[src/rtl/imm_extend_buffer.sv]
// Immediate extender with a 2-entry skid FIFO: the extension is computed at the input
// and only the extended result is buffered.
module imm_extend_buffer #(
  parameter int IN_W  = 4,
  parameter int OUT_W = 16,
  parameter int SHIFT = 1
) (
  input  logic             clk,
  input  logic             rst,
  input  logic             in_valid,
  output logic             in_ready,
  input  logic [IN_W-1:0]  imm_in,
  input  logic [1:0]       mode,
  output logic             out_valid,
  input  logic             out_ready,
  output logic [OUT_W-1:0] imm_out
);

  generate
    if (IN_W < 1 || SHIFT < 0 || OUT_W < IN_W + SHIFT) begin : g_bad_params
      $error("imm_extend_buffer: need IN_W >= 1 and OUT_W >= IN_W + SHIFT");
    end
  endgenerate

  localparam logic [1:0] MODE_ZERO   = 2'b00;
  localparam logic [1:0] MODE_SIGN   = 2'b01;
  localparam logic [1:0] MODE_BRANCH = 2'b10;
  localparam logic [1:0] MODE_UPPER  = 2'b11;

  logic [OUT_W-1:0] w_zext;
  logic [OUT_W-1:0] w_sext;
  logic [OUT_W-1:0] w_branch;
  logic [OUT_W-1:0] w_upper;
  logic [OUT_W-1:0] w_ext;

  assign w_zext   = OUT_W'(imm_in);
  assign w_sext   = OUT_W'($signed(imm_in));
  assign w_branch = w_sext << SHIFT;
  assign w_upper  = w_zext << (OUT_W - IN_W);

  always_comb begin
    w_ext = w_zext;
    case (mode)
      MODE_ZERO:   w_ext = w_zext;
      MODE_SIGN:   w_ext = w_sext;
      MODE_BRANCH: w_ext = w_branch;
      MODE_UPPER:  w_ext = w_upper;
      default:     w_ext = w_zext;
    endcase
  end

  // Handshake: a transfer happens on a rising edge where valid and ready are both 1.
  // in_ready depends only on registered occupancy, never on out_ready.
  logic [1:0]       r_count;
  logic [OUT_W-1:0] r_head;
  logic [OUT_W-1:0] r_tail;
  logic             w_push;
  logic             w_pop;

  assign in_ready  = (r_count < 2'd2);
  assign out_valid = (r_count != 2'd0);
  assign imm_out   = r_head;
  assign w_push    = in_valid & in_ready;
  assign w_pop     = out_valid & out_ready;

  always_ff @(posedge clk or posedge rst) begin
    if (rst) begin
      r_count <= 2'd0;
      r_head  <= '0;
      r_tail  <= '0;
    end else begin
      case (r_count)
        2'd0: begin
          if (w_push) begin
            r_head  <= w_ext;
            r_count <= 2'd1;
          end
        end
        2'd1: begin
          case ({w_push, w_pop})
            2'b11: r_head <= w_ext;
            2'b10: begin
              r_tail  <= w_ext;
              r_count <= 2'd2;
            end
            2'b01: begin
              // Clear the head so imm_out reads 0 whenever nothing is valid.
              r_head  <= '0;
              r_count <= 2'd0;
            end
            default: r_count <= 2'd1;
          endcase
        end
        2'd2: begin
          if (w_pop) begin
            r_head  <= r_tail;
            r_tail  <= '0;
            r_count <= 2'd1;
          end
        end
        default: begin
          r_count <= 2'd0;
          r_head  <= '0;
          r_tail  <= '0;
        end
      endcase
    end
  end

endmodule

[config.mk]
export PLATFORM = sky130hd
export DESIGN_NAME = imm_extend_buffer
export DESIGN_NICKNAME = d
export VERILOG_FILES = /design/src/rtl/imm_extend_buffer.sv
export SDC_FILE = /design/constraint.sdc
export NUM_CORES = 1
export LEC_CHECK = 0
export CAP_MARGIN = 5
export CORE_ASPECT_RATIO = 0.75
export CORE_MARGIN = 2
export CORE_UTILIZATION = 65
export DETAILED_ROUTE_END_ITERATION = 7
export DONT_BUFFER_PORTS = 1
export GPL_TIMING_DRIVEN = 0
export PLACE_DENSITY_LB_ADDON = 0.05
export RECOVER_POWER = 50
export SLEW_MARGIN = 10
export SYNTH_ARGS = -nofsm -noshare
export SYNTH_HDL_FRONTEND = slang
export SYNTH_SLANG_ARGS = --single-unit
[constraint.sdc]
create_clock -name clk -period 3 [get_ports clk]
set_clock_uncertainty 0.1 [all_clocks]
set_input_delay 0.6 -clock clk [delete_from_list [all_inputs] [get_ports clk]]
set_output_delay 0.6 -clock clk [all_outputs]
set_load 0.005 [all_outputs]
-- Word level (Yosys, flattened, before mapping)
Index checks and enable logic that the tools add are counted.
- equal/unequal tests: 13
- bitwise gates (word level): 3
- order comparisons: 1
- muxes and demuxes: 12
- reduce and logical (&&, ||, !) cells: 6
- operators by type and width (cell ; number):
    16-bit case mux with 3 select lines ; 2
    16-bit two-way mux ; 4
    16-bit case mux with 4 select lines ; 1
    16-bit case mux with 2 select lines ; 1
    2-bit case mux with 3 select lines ; 2
    2-bit equality test (second input constant) ; 5
    3-bit AND reduction ; 3
    2-bit inequality test (second input constant) ; 4
    2-bit by 1-bit equality test with 1-bit output (second input constant) ; 3
    2-bit logical NOT ; 2
    2-bit two-way mux ; 2
    3-bit by 1-bit inequality test with 1-bit output (second input constant) ; 1
    1-bit bitwise AND ; 2
    2-bit < comparator (second input constant) ; 1
    2-bit nonzero test ; 1
    1-bit NOT ; 1
- bits in registers: 34
- word-level logic and storage cells: 38

-- Depth between registers and ports, before layout
Gate-level depths: netlist of the first run.
- depth in word-level cells: 5
- gate-level depth with buffers: 10
- depth with buffers taken out: 9

-- Least setup slack after synthesis of the first run
No wires, ideal clock.
- path type: register to register
- start: register r_count[0]
- end: register r_head[14] (netlist: imm_out[14])
- buffers on the path: 1
- arrival: 1.737 ns
- path slack: 1.042 ns
- cell stages (with the launch flop): 11
- setup time: 0.121 ns
- data required time: 2.779 ns
- cell sequence: dfrtp_1 buf_4 inv_1 nand2_1 nand2_1 inv_1 ha_1 o21a_1 a21oi_2 o21ai_2 a22o_1
- longest elaborated chain between the ends: 5
- RTL lines (element ; line ; source):
    start, declared ; 54 ; logic [1:0] r_count;
    start signal, assigned ; 68 ; r_count <= 2'd0;
    start signal, assigned ; 76 ; r_count <= 2'd1;
    start signal, assigned ; 84 ; r_count <= 2'd2;
    2-bit nonzero test * ; 61 ; assign out_valid = (r_count != 2'd0);
    named net out_valid ; 14 ; output logic out_valid,
    1-bit bitwise AND * ; 64 ; assign w_pop = out_valid & out_ready;
    2-bit by 1-bit equality test with 1-bit output or 2-bit equality test (tied branches) ; 80 ; case ({w_push, w_pop})
    16-bit case mux with 2 select lines or 3-bit by 1-bit inequality test with 1-bit output (tied branches) ; n/a ;
    16-bit case mux with 3 select lines or 3-bit AND reduction (tied branches) ; n/a ;
    end signal, assigned ; 75 ; r_head <= w_ext;
    end signal, assigned ; 81 ; 2'b11: r_head <= w_ext;
    end signal, assigned ; 96 ; r_head <= r_tail;
    end, declared ; 55 ; logic [OUT_W-1:0] r_head;
The timed path passes the listed nets; every way through them passes the cells marked *.
A chain may end at the register's enable or synchronous reset.

-- Worst setup path after layout of the first run
- start: register r_count[0]
- end: register r_head[15] (netlist: imm_out[15])
The elaborated chain is that of the path after synthesis.

==> reports/results.env, run 1 <==
WORST-R2R-CELL-COUNT=10
SYNTHTOLAYOUTAREAGROWTH_PCT=7.03
DISTINCT_CELL_TYPE_COUNT_OF_THE_SYNTHESIZED_NETLIST=27
DETAILEDPLACE.WORSTSLACK_NS=0.886
SEQ_AREA_FRAC_SYNTH_PCT=43.9
CRITICAL_PATH.STARTPOINT='r_count[0]$_DFFE_PP0P_'
ROUTABILITYCONGESTION=0.799
WORSTSETUPENDPOINTTYPE='flip-flop'
CLK_ROOT_BUFFER_CELL='sky130_fd_sc_hd__clkbuf_4'
MAX_SLEW_HEADROOM_AT_THE_WORST_PIN_PCT=50.8
SYN-NUM-NETS=138
PORT_BUFFERS=0
YOSYSMOSTFREQUENTCELL='sky130_fd_sc_hd__nand2_1'
TRITONCTS.NUM_BUFFERS=3
VDD.IR_DROP.WORST_V=0.000542
POST_SYNTH_MAIN_AREA_CONTRIBUTORS='sky130_fd_sc_hd__dfrtp_1 44%, sky130_fd_sc_hd__o21ai_0 7.9%, sky130_fd_sc_hd__nand2_1 7.9%'
INSERTION_DELAY_OF_THE_LATER_CLOCKED_PIN_IN_THE_WORST_SKEW_PAIR_NS=0.30
WORST_HOLD_PATH_TYPE='in -> async'
DIE-AREA_UM2=2110
VIA_COUNT=905
LEAKAGE_nW=0.579
POST_SYNTH.CELL_AREA_AVG_UM2=9.19
WL_UM=2200
YOSYSTOPAREACELL='sky130_fd_sc_hd__dfrtp_1'
CTS_SETUP_BUFFERS=0
SYNTH_CELL_AREA_UM2=1140
CORE-AREA_UM2=1690
FRACTION_OF_FINAL_LAYOUT_CELLS_SIZED_BEYOND_DRIVE_STRENGTH_1_PCT=19.5
DETAIL_ROUTE.VIAS_PER_CELL=6.03
POST_DR_WIRELENGTH_CELL_UM=14.7
ROWS=13
MAXIMUM_NUMBER_OF_PINS_ON_ONE_NET_BEFORE_GLOBAL_ROUTE_REPAIR=21
SYNTH_INSTANCES=124
GRT_REMAINING_OVERFLOW=0
SYNTH.YOSYS.WARNINGS=0
LAYOUT.NETS=143
PRIMARY_FLIP_FLOP_CELL_CHOSEN_BY_SYNTHESIS_MAPPING='sky130_fd_sc_hd__dfrtp_1'
TIMING_WORST_SLEW_PIN_VALUE_NS=0.737
SETUP_TNS_FINAL_NS=0
NETLIST.AREA_LEADER.SHARE_PCT=43.9
RR_ENDPOINT='imm_out[15]$_DFFE_PP0P_'
POWER.DENSITY_CELL_AREA_nW_PER_UM2=929
TIMING.CRITICAL_PATH.FANOUT_MAX=9
GROUTE.USAGE.OVERALL_PCT=24.2
WORST_R2R_SRC='r_count[0]$_DFFE_PP0P_'
LARGEST_FAMILY_OF_LOGIC_CELLS_BY_SYNTHESIZED_AREA='compound AO/OA/AOI/OAI gates'
WORSTPATHARRIVAL_NS=2.29
WORSTSETUPSTARTPOINTTYPE='flip-flop'
HIGHEST_CLOCK_RATE_GHz=0.467
MAX-CAP-VIOLATIONS=0
RRSETUPSLACK_NS=0.86
DETAILEDROUTE.FIRSTPASSITERATIONCOUNT=4
DESIGN_POWER_TOTAL_mW=1.13
FINALHOLDVIOLATIONS=0
POST_SYNTH_MOST_FREQUENT_CELLS='24 x sky130_fd_sc_hd__nand2_1, 20 x sky130_fd_sc_hd__dfrtp_1, 18 x sky130_fd_sc_hd__o21ai_0'
RESULT_OF_THE_RUN='completed'
DRT_ITER0_MARKERS=44
GRT_PASS1_VIAS=742
DIEHEIGHT_UM=40.3
CLOCK_TREE.HTREE_LEVEL_COUNT=1
MUXSHAREOFSYNTHAREA_PCT=3.29
FINAL.MIN_CLOCK_PERIOD_NS=2.14
NUMCLOCKSINKS=20
DIE_WIDTH_UM=52.4
GRT_SETUP_UNREPAIRED='no'
SYNTH-ASYNC-RESET-RATIO_PCT=100
DRTANTENNAVIOLNETS=0
YOSYS_REGISTER_BITS=20
PERIOD_SHARE_PCT=71.4
CTS_BUFFER_DEPTH=2
HPWLAFTERDP_UM=1730
CRITICAL_PATH_CLASS='reg -> reg'
FINALSETUPVIOLCOUNT=0
CTS_REPAIR_RESIZE_COUNT=0
POST_SYNTH_FA_HA_MAJ_AREA_FRACTION_PCT=4.39
DRT_DRC_VIOLATIONS_LEFT=0
EDFF_COUNT_SYNTH=0
MAX_SLEW_VIOLATIONS=0
TOP_LEVEL_PORTS=28
SYNTH-COMPOUND-AREA-SHARE_PCT=24.6
UTILIZATION_PCT=72.1
FINAL.SETUP.WORST_SLACK_NS=0.857
PATH_CLK_SLEW_NS=0.11
CRITPATHREQUIREDTIME_NS=3.14
GRT_FIRST_PASS_WIRELENGTH_UM=3510
GRT_ANTENNA_BEFORE_REPAIR=0
TRITONCTS_CLOCK_TREE='yes'
CRIT_END='imm_out[15]$_DFFE_PP0P_'
YOSYS.AREA_SHARE.XOR_XNOR_PCT=0
POSTCTSHOLDBUFS=0
FLOORPLAN.INITIALDENSITY_PCT=67.4
ANTENNA_CELLS_INSERTED=0
SYNTHSIMPLEGATEAREAFRAC_PCT=15.1
## worst min-delay path by stage
stage                                 from                      to  slack (ns)  depth (start not counted)
floorplan            r_tail[0]$_DFFE_PP0P_   r_tail[0]$_DFFE_PP0P_        0.35                          2
global placement    r_tail[12]$_DFFE_PP0P_  r_tail[12]$_DFFE_PP0P_        0.36                          2
detailed placement  r_tail[12]$_DFFE_PP0P_  r_tail[12]$_DFFE_PP0P_        0.37                          2
CTS                                    rst  r_tail[12]$_DFFE_PP0P_        0.21                          1
global route                           rst  r_count[0]$_DFFE_PP0P_        0.25                          1
finish                                 rst  r_tail[11]$_DFFE_PP0P_        0.20                          1
## report_power, final
| part | switching (mW) | internal (mW) | total, mW | leakage [nW] |
|---|---|---|---|---|
| Sequential | 0.0686 | 0.364 | 0.433 | 0.263 |
| Combinational | 0.287 | 0.196 | 0.483 | 0.288 |
| Clock | 0.0826 | 0.135 | 0.218 | 0.0279 |
| Total | 0.438 | 0.695 | 1.13 | 0.579 |
## cells by family after synthesis
group           after synthesis
compound gates               44
fa+ha+maj                     4
buf+inv                      16
flops                        20
mux                           3
simple gates                 37
## through the flow
stage               hold slack (ns)  cells  instance area [µm²]
finish                        0.198    150                 1220
global route                  0.250    150                 1220
CTS                           0.212    150                 1220
detailed placement            0.370    146                 1170
global placement              0.361    146                 1170
floorplan                     0.350    124                 1140
## registers in the layout, summed over array words and instances (netlist names)
name / cells
imm_out: 9
r_count: 2
r_tail: 9
## layout make-up
class,count,area (µm²)
Multi-Input combinational cell,88,541
Sequential cell,20,500
Fill cell,131,472
Buffer,10,76.3
Clock inverter,1,30.0
Tap cell,22,27.5
Clock buffer,3,22.5
Inverter,6,22.5
## cells in the final DEF (no fill, tap or decap), drive strengths merged, types with 2 or more instances in the layout
master / n
nor2: 2
nor2b: 6
buf: 10
mux2: 3
dfrtp: 20
a22o: 9
inv: 6
ha: 4
nand2: 25
a21oi: 8
o21ai: 24
clkbuf: 3
## worst max-delay path, cell delays in order, from the launching register on
cell and delay (ns):
sky130_fd_sc_hd__dfrtp_1 0.37, sky130_fd_sc_hd__buf_4 0.16, sky130_fd_sc_hd__inv_1 0.13, sky130_fd_sc_hd__nand2_1 0.11, sky130_fd_sc_hd__nand2_1 0.13, sky130_fd_sc_hd__inv_1 0.07, sky130_fd_sc_hd__ha_1 0.22, sky130_fd_sc_hd__o21a_1 0.20
sky130_fd_sc_hd__a21oi_2 0.16, sky130_fd_sc_hd__o2bb2ai_2 0.23, sky130_fd_sc_hd__a22o_1 0.20
## routing by layer
metal | GRT usage [%] | up-vias | part of all wire, %
met4 | 3.85 | 0 | 1.2
met2 | 33.8 | 42 | 41
met5 | 0 | - | 0
met1 | 35.6 | 424 | 49
met3 | 9.70 | 6 | 8.5
li1 | - | 433 | -
(Power assumes the default switching activity.)
==> run 2, diff against run 1 <==
--- a/config.mk
+++ b/config.mk
@@ -8,7 +8,7 @@
 export CAP_MARGIN = 5
 export CORE_ASPECT_RATIO = 0.75
 export CORE_MARGIN = 2
-export CORE_UTILIZATION = 65
+export CORE_UTILIZATION = 55
 export DETAILED_ROUTE_END_ITERATION = 7
 export DONT_BUFFER_PORTS = 1
 export GPL_TIMING_DRIVEN = 0
==> constraint.sdc (replaced) <==
create_clock -name clk -period 1.7 [get_ports clk]
set_clock_uncertainty 0.1 [all_clocks]
set_input_delay 0.34 -clock clk [delete_from_list [all_inputs] [get_ports clk]]
set_output_delay 0.34 -clock clk [all_outputs]
set_load 0.005 [all_outputs]
==> reports/results.env, run 2 (synthesized netlist as in run 1, its figures left out) <==
FLOORPLAN.INITIALDENSITY_PCT=57.6  # was 67.4%
ROWS=14  # was 13
ROUTABILITYCONGESTION=0.765  # was 0.799
CRITICAL_PATH_CLASS='reg -> reg'  # unchanged
RESULT_OF_THE_RUN='finished with violations'  # was completed
CRITICAL_PATH.SLOWEST_CELL='sky130_fd_sc_hd__dfrtp_2'  # was sky130_fd_sc_hd__dfrtp_1
GRT_SETUP_UNREPAIRED='yes'  # was no
FRACTION_OF_FINAL_LAYOUT_CELLS_SIZED_BEYOND_DRIVE_STRENGTH_1_PCT=33.1  # was 19.5%
RRSETUPSLACK_NS=-0.21  # was 0.86 ns
DETAIL_ROUTE.VIAS_PER_CELL=5.80  # was 6.03
LAYOUT.NETS=154  # was 143
SYNTHTOLAYOUTAREAGROWTH_PCT=27.4  # was 7.03%
NUMCLOCKSINKS=20  # unchanged
GRT_ANTENNA_BEFORE_REPAIR=0  # unchanged
WORST_HOLD_PATH_TYPE='in -> reg'  # was in -> async
CRIT_TOP_CELL='sky130_fd_sc_hd__nand2_4'
TRITONCTS.NUM_BUFFERS=3  # unchanged
FINAL_CELLS=163  # was 150
INSERTION_DELAY_OF_THE_LATER_CLOCKED_PIN_IN_THE_WORST_SKEW_PAIR_NS=0.30  # about the same
CLK_ROOT_BUFFER_CELL='sky130_fd_sc_hd__clkbuf_4'  # unchanged
DRTANTENNAVIOLNETS=0  # unchanged
CRITPATHREQUIREDTIME_NS=1.80  # was 3.14 ns
WORSTSETUPENDPOINTTYPE='flip-flop'  # unchanged
FINALHOLDVIOLATIONS=0  # unchanged
UTILIZATION_PCT=73.4  # was 72.1%
SETUP_TNS_FINAL_NS=-1.74  # was 0 ns
DIE_WIDTH_UM=56.6  # was 52.4 µm
PERIOD_SHARE_PCT=113  # was 71.4%
MAX_SLEW_HEADROOM_AT_THE_WORST_PIN_PCT=49.9  # was 50.8%
HIGHEST_CLOCK_RATE_GHz=0.522  # was 0.467 GHz
WORSTPATHARRIVAL_NS=2.02  # was 2.29 ns
LEAKAGE_nW=0.644  # was 0.579 nW
ANTENNA_CELLS_INSERTED=0  # unchanged
DETAILEDPLACE.WORSTSLACK_NS=-0.261  # was 0.886 ns
MAXIMUM_NUMBER_OF_PINS_ON_ONE_NET_BEFORE_GLOBAL_ROUTE_REPAIR=21  # unchanged
FAILED_CHECKS='negative setup slack'
HOLD_SP='out_ready'
PORT_BUFFERS=0  # unchanged
DESIGN_POWER_TOTAL_mW=2.55  # was 1.13 mW
VIA_COUNT=945  # was 905
GRT_PASS1_VIAS=857  # was 742
MAX-CAP-VIOLATIONS=0  # unchanged
CTS_BUFFER_DEPTH=2  # unchanged
TIMING.CRITICAL_PATH.FANOUT_MAX=8  # was 9
HPWLAFTERDP_UM=1650  # was 1730 µm
GROUTE.USAGE.OVERALL_PCT=22.2  # was 24.2%
DETAILEDROUTE.FIRSTPASSITERATIONCOUNT=4  # unchanged
WL_UM=2670  # was 2200 µm
TIMING.CRITICAL_PATH.SLOWEST_CELL_DELAY_NS=0.45  # was 0.37 ns
POSTLAYOUTCELLAREA_UM2=1450  # was 1220 µm²
HOLD-PATH-CELL-COUNT=1
DIE-AREA_UM2=2460  # was 2110 µm²
WORSTSETUPSTARTPOINTTYPE='flip-flop'  # unchanged
PATH_CLK_SLEW_NS=0.11  # about the same
CLOCK_TREE.HTREE_LEVEL_COUNT=1  # unchanged
RR_ENDPOINT='imm_out[14]$_DFFE_PP0P_'  # was imm_out[15]$_DFFE_PP0P_
WORST-R2R-CELL-COUNT=10  # unchanged
HOLD_END='r_count[1]$_DFFE_PP0P_'
FINALSETUPVIOLCOUNT=10  # was 0
PLACEDCELLCOUNT=148  # was 146
TIMING_WORST_SLEW_PIN_VALUE_NS=0.751  # was 0.737 ns
FINALHOLDWORSTSLACK_NS=0.0488  # was 0.198 ns
VDD.IR_DROP.WORST_V=0.00145  # was 0.000542 V
DRT_DRC_VIOLATIONS_LEFT=0  # unchanged
CORE-AREA_UM2=1980  # was 1690 µm²
TRITONCTS_CLOCK_TREE='yes'  # unchanged
FINAL.MIN_CLOCK_PERIOD_NS=1.91  # was 2.14 ns
GRT_FIRST_PASS_WIRELENGTH_UM=4060  # was 3510 µm
WORST_R2R_SRC='r_count[1]$_DFFE_PP0P_'  # was r_count[0]$_DFFE_PP0P_
LAYOUT.CELLS.MOST_COMMON='sky130_fd_sc_hd__nand2_1'  # unchanged
CRITICAL_PATH.CELL_CHAIN='clkinv_4 -> nand2_4 -> nand2_4 -> inv_4 -> ha_4 -> o21a_1 -> a21oi_4 -> buf_6 -> o21ai_4 -> a22o_1'  # was buf_4 -> inv_1 -> nand2_1 -> nand2_1 -> inv_1 -> ha_1 -> o21a_1 -> a21oi_2 -> o2bb2ai_2 -> a22o_1
MOST-COMMON-LAYOUT-CELLS='21 x sky130_fd_sc_hd__nand2_1, 19 x sky130_fd_sc_hd__dfrtp_1, 15 x sky130_fd_sc_hd__o21ai_0'  # was 24 x sky130_fd_sc_hd__nand2_1, 20 x sky130_fd_sc_hd__dfrtp_1, 18 x sky130_fd_sc_hd__o21ai_0
GRT_REMAINING_OVERFLOW=0  # unchanged
FINAL.SETUP.WORST_SLACK_NS=-0.215  # was 0.857 ns
TOP_LEVEL_PORTS=28  # unchanged
DIEHEIGHT_UM=43.4  # was 40.3 µm
DRT_ITER0_MARKERS=51  # was 44
POST_DR_WIRELENGTH_CELL_UM=16.4  # was 14.7 µm
POWER.DENSITY_CELL_AREA_nW_PER_UM2=1750  # was 929 nW/µm²
PLACED_CELL_AREA_UM2=1250  # was 1170 µm²
MAX_SLEW_VIOLATIONS=0  # unchanged
==> run 2: cell types whose count changed in the layout (fill, tap and decap cells not counted), sizes merged <==
cell	change
dlygate4sd3	+1
o21ai	+2
inv	-1
clkinv	+1
buf	+7
o2bb2ai	+1
==> run 2: repair_timing <==
action	CTS	global route
pin swaps	11	14
resized for setup	4	12
cloned	2	1
endpoints found under the setup margin	19	19
buffers inserted	4	3
hold endpoints to repair	20	0
hold buffers	1	0
==> run 2: worst max-delay path, delay by kind of cell, from the launching register on <==
kind,cells,cell delay [ns]
DFF,1,0.45
AOI/OAI and AO/OA,4,0.69
adders and majority gates,1,0.15
and+or+nand+nor,2,0.14
buffers and inverters,3,0.29
==> run 2: final cells by class <==
cell class                      instances  area, µm²
Multi-Input combinational cell         91        677
Fill cell                             140        527
Sequential cell                        20        502
Buffer                                 10       80.1
Timing Repair Buffer                    8       73.8
Inverter                                6       37.5
Clock inverter                          1       30.0
Tap cell                               24       30.0
Clock buffer                            3       22.5
==> run 2: how the worst max path moves through the flow <==
| stage | startpoint | endpoint | slack, ns |
|---|---|---|---|
| after global placement | r_count[1]$_DFFE_PP0P_ | imm_out[14]$_DFFE_PP0P_ | -0.22 |
| final | r_count[1]$_DFFE_PP0P_ | imm_out[14]$_DFFE_PP0P_ | -0.21 |
| after global routing | r_count[1]$_DFFE_PP0P_ | imm_out[14]$_DFFE_PP0P_ | -0.27 |
| after CTS | r_count[1]$_DFFE_PP0P_ | imm_out[14]$_DFFE_PP0P_ | -0.22 |
| after detailed placement | r_count[1]$_DFFE_PP0P_ | imm_out[14]$_DFFE_PP0P_ | -0.26 |
| after floorplan | r_count[1]$_DFFE_PP0P_ | imm_out[14]$_DFFE_PP0P_ | -0.1 |
==> run 2: power by group <==
group          leakage, nW  total, mW  internal, mW  switching, mW
clock network       0.0279      0.388         0.238          0.149
registers            0.262      0.761         0.645          0.116
logic                0.355       1.40         0.628          0.772
total                0.644       2.55          1.51           1.04
==> run 2: layer usage <==
| metal | track usage, % | vias up | routed length (µm) |
|---|---|---|---|
| li1 | - | 466 | - |
| met5 | 0 | - | 0 |
| met2 | 34.7 | 47 | 1160 |
| met1 | 31.5 | 430 | 1270 |
| met3 | 6.87 | 2 | 240 |
| met4 | 2.86 | 0 | 13 |
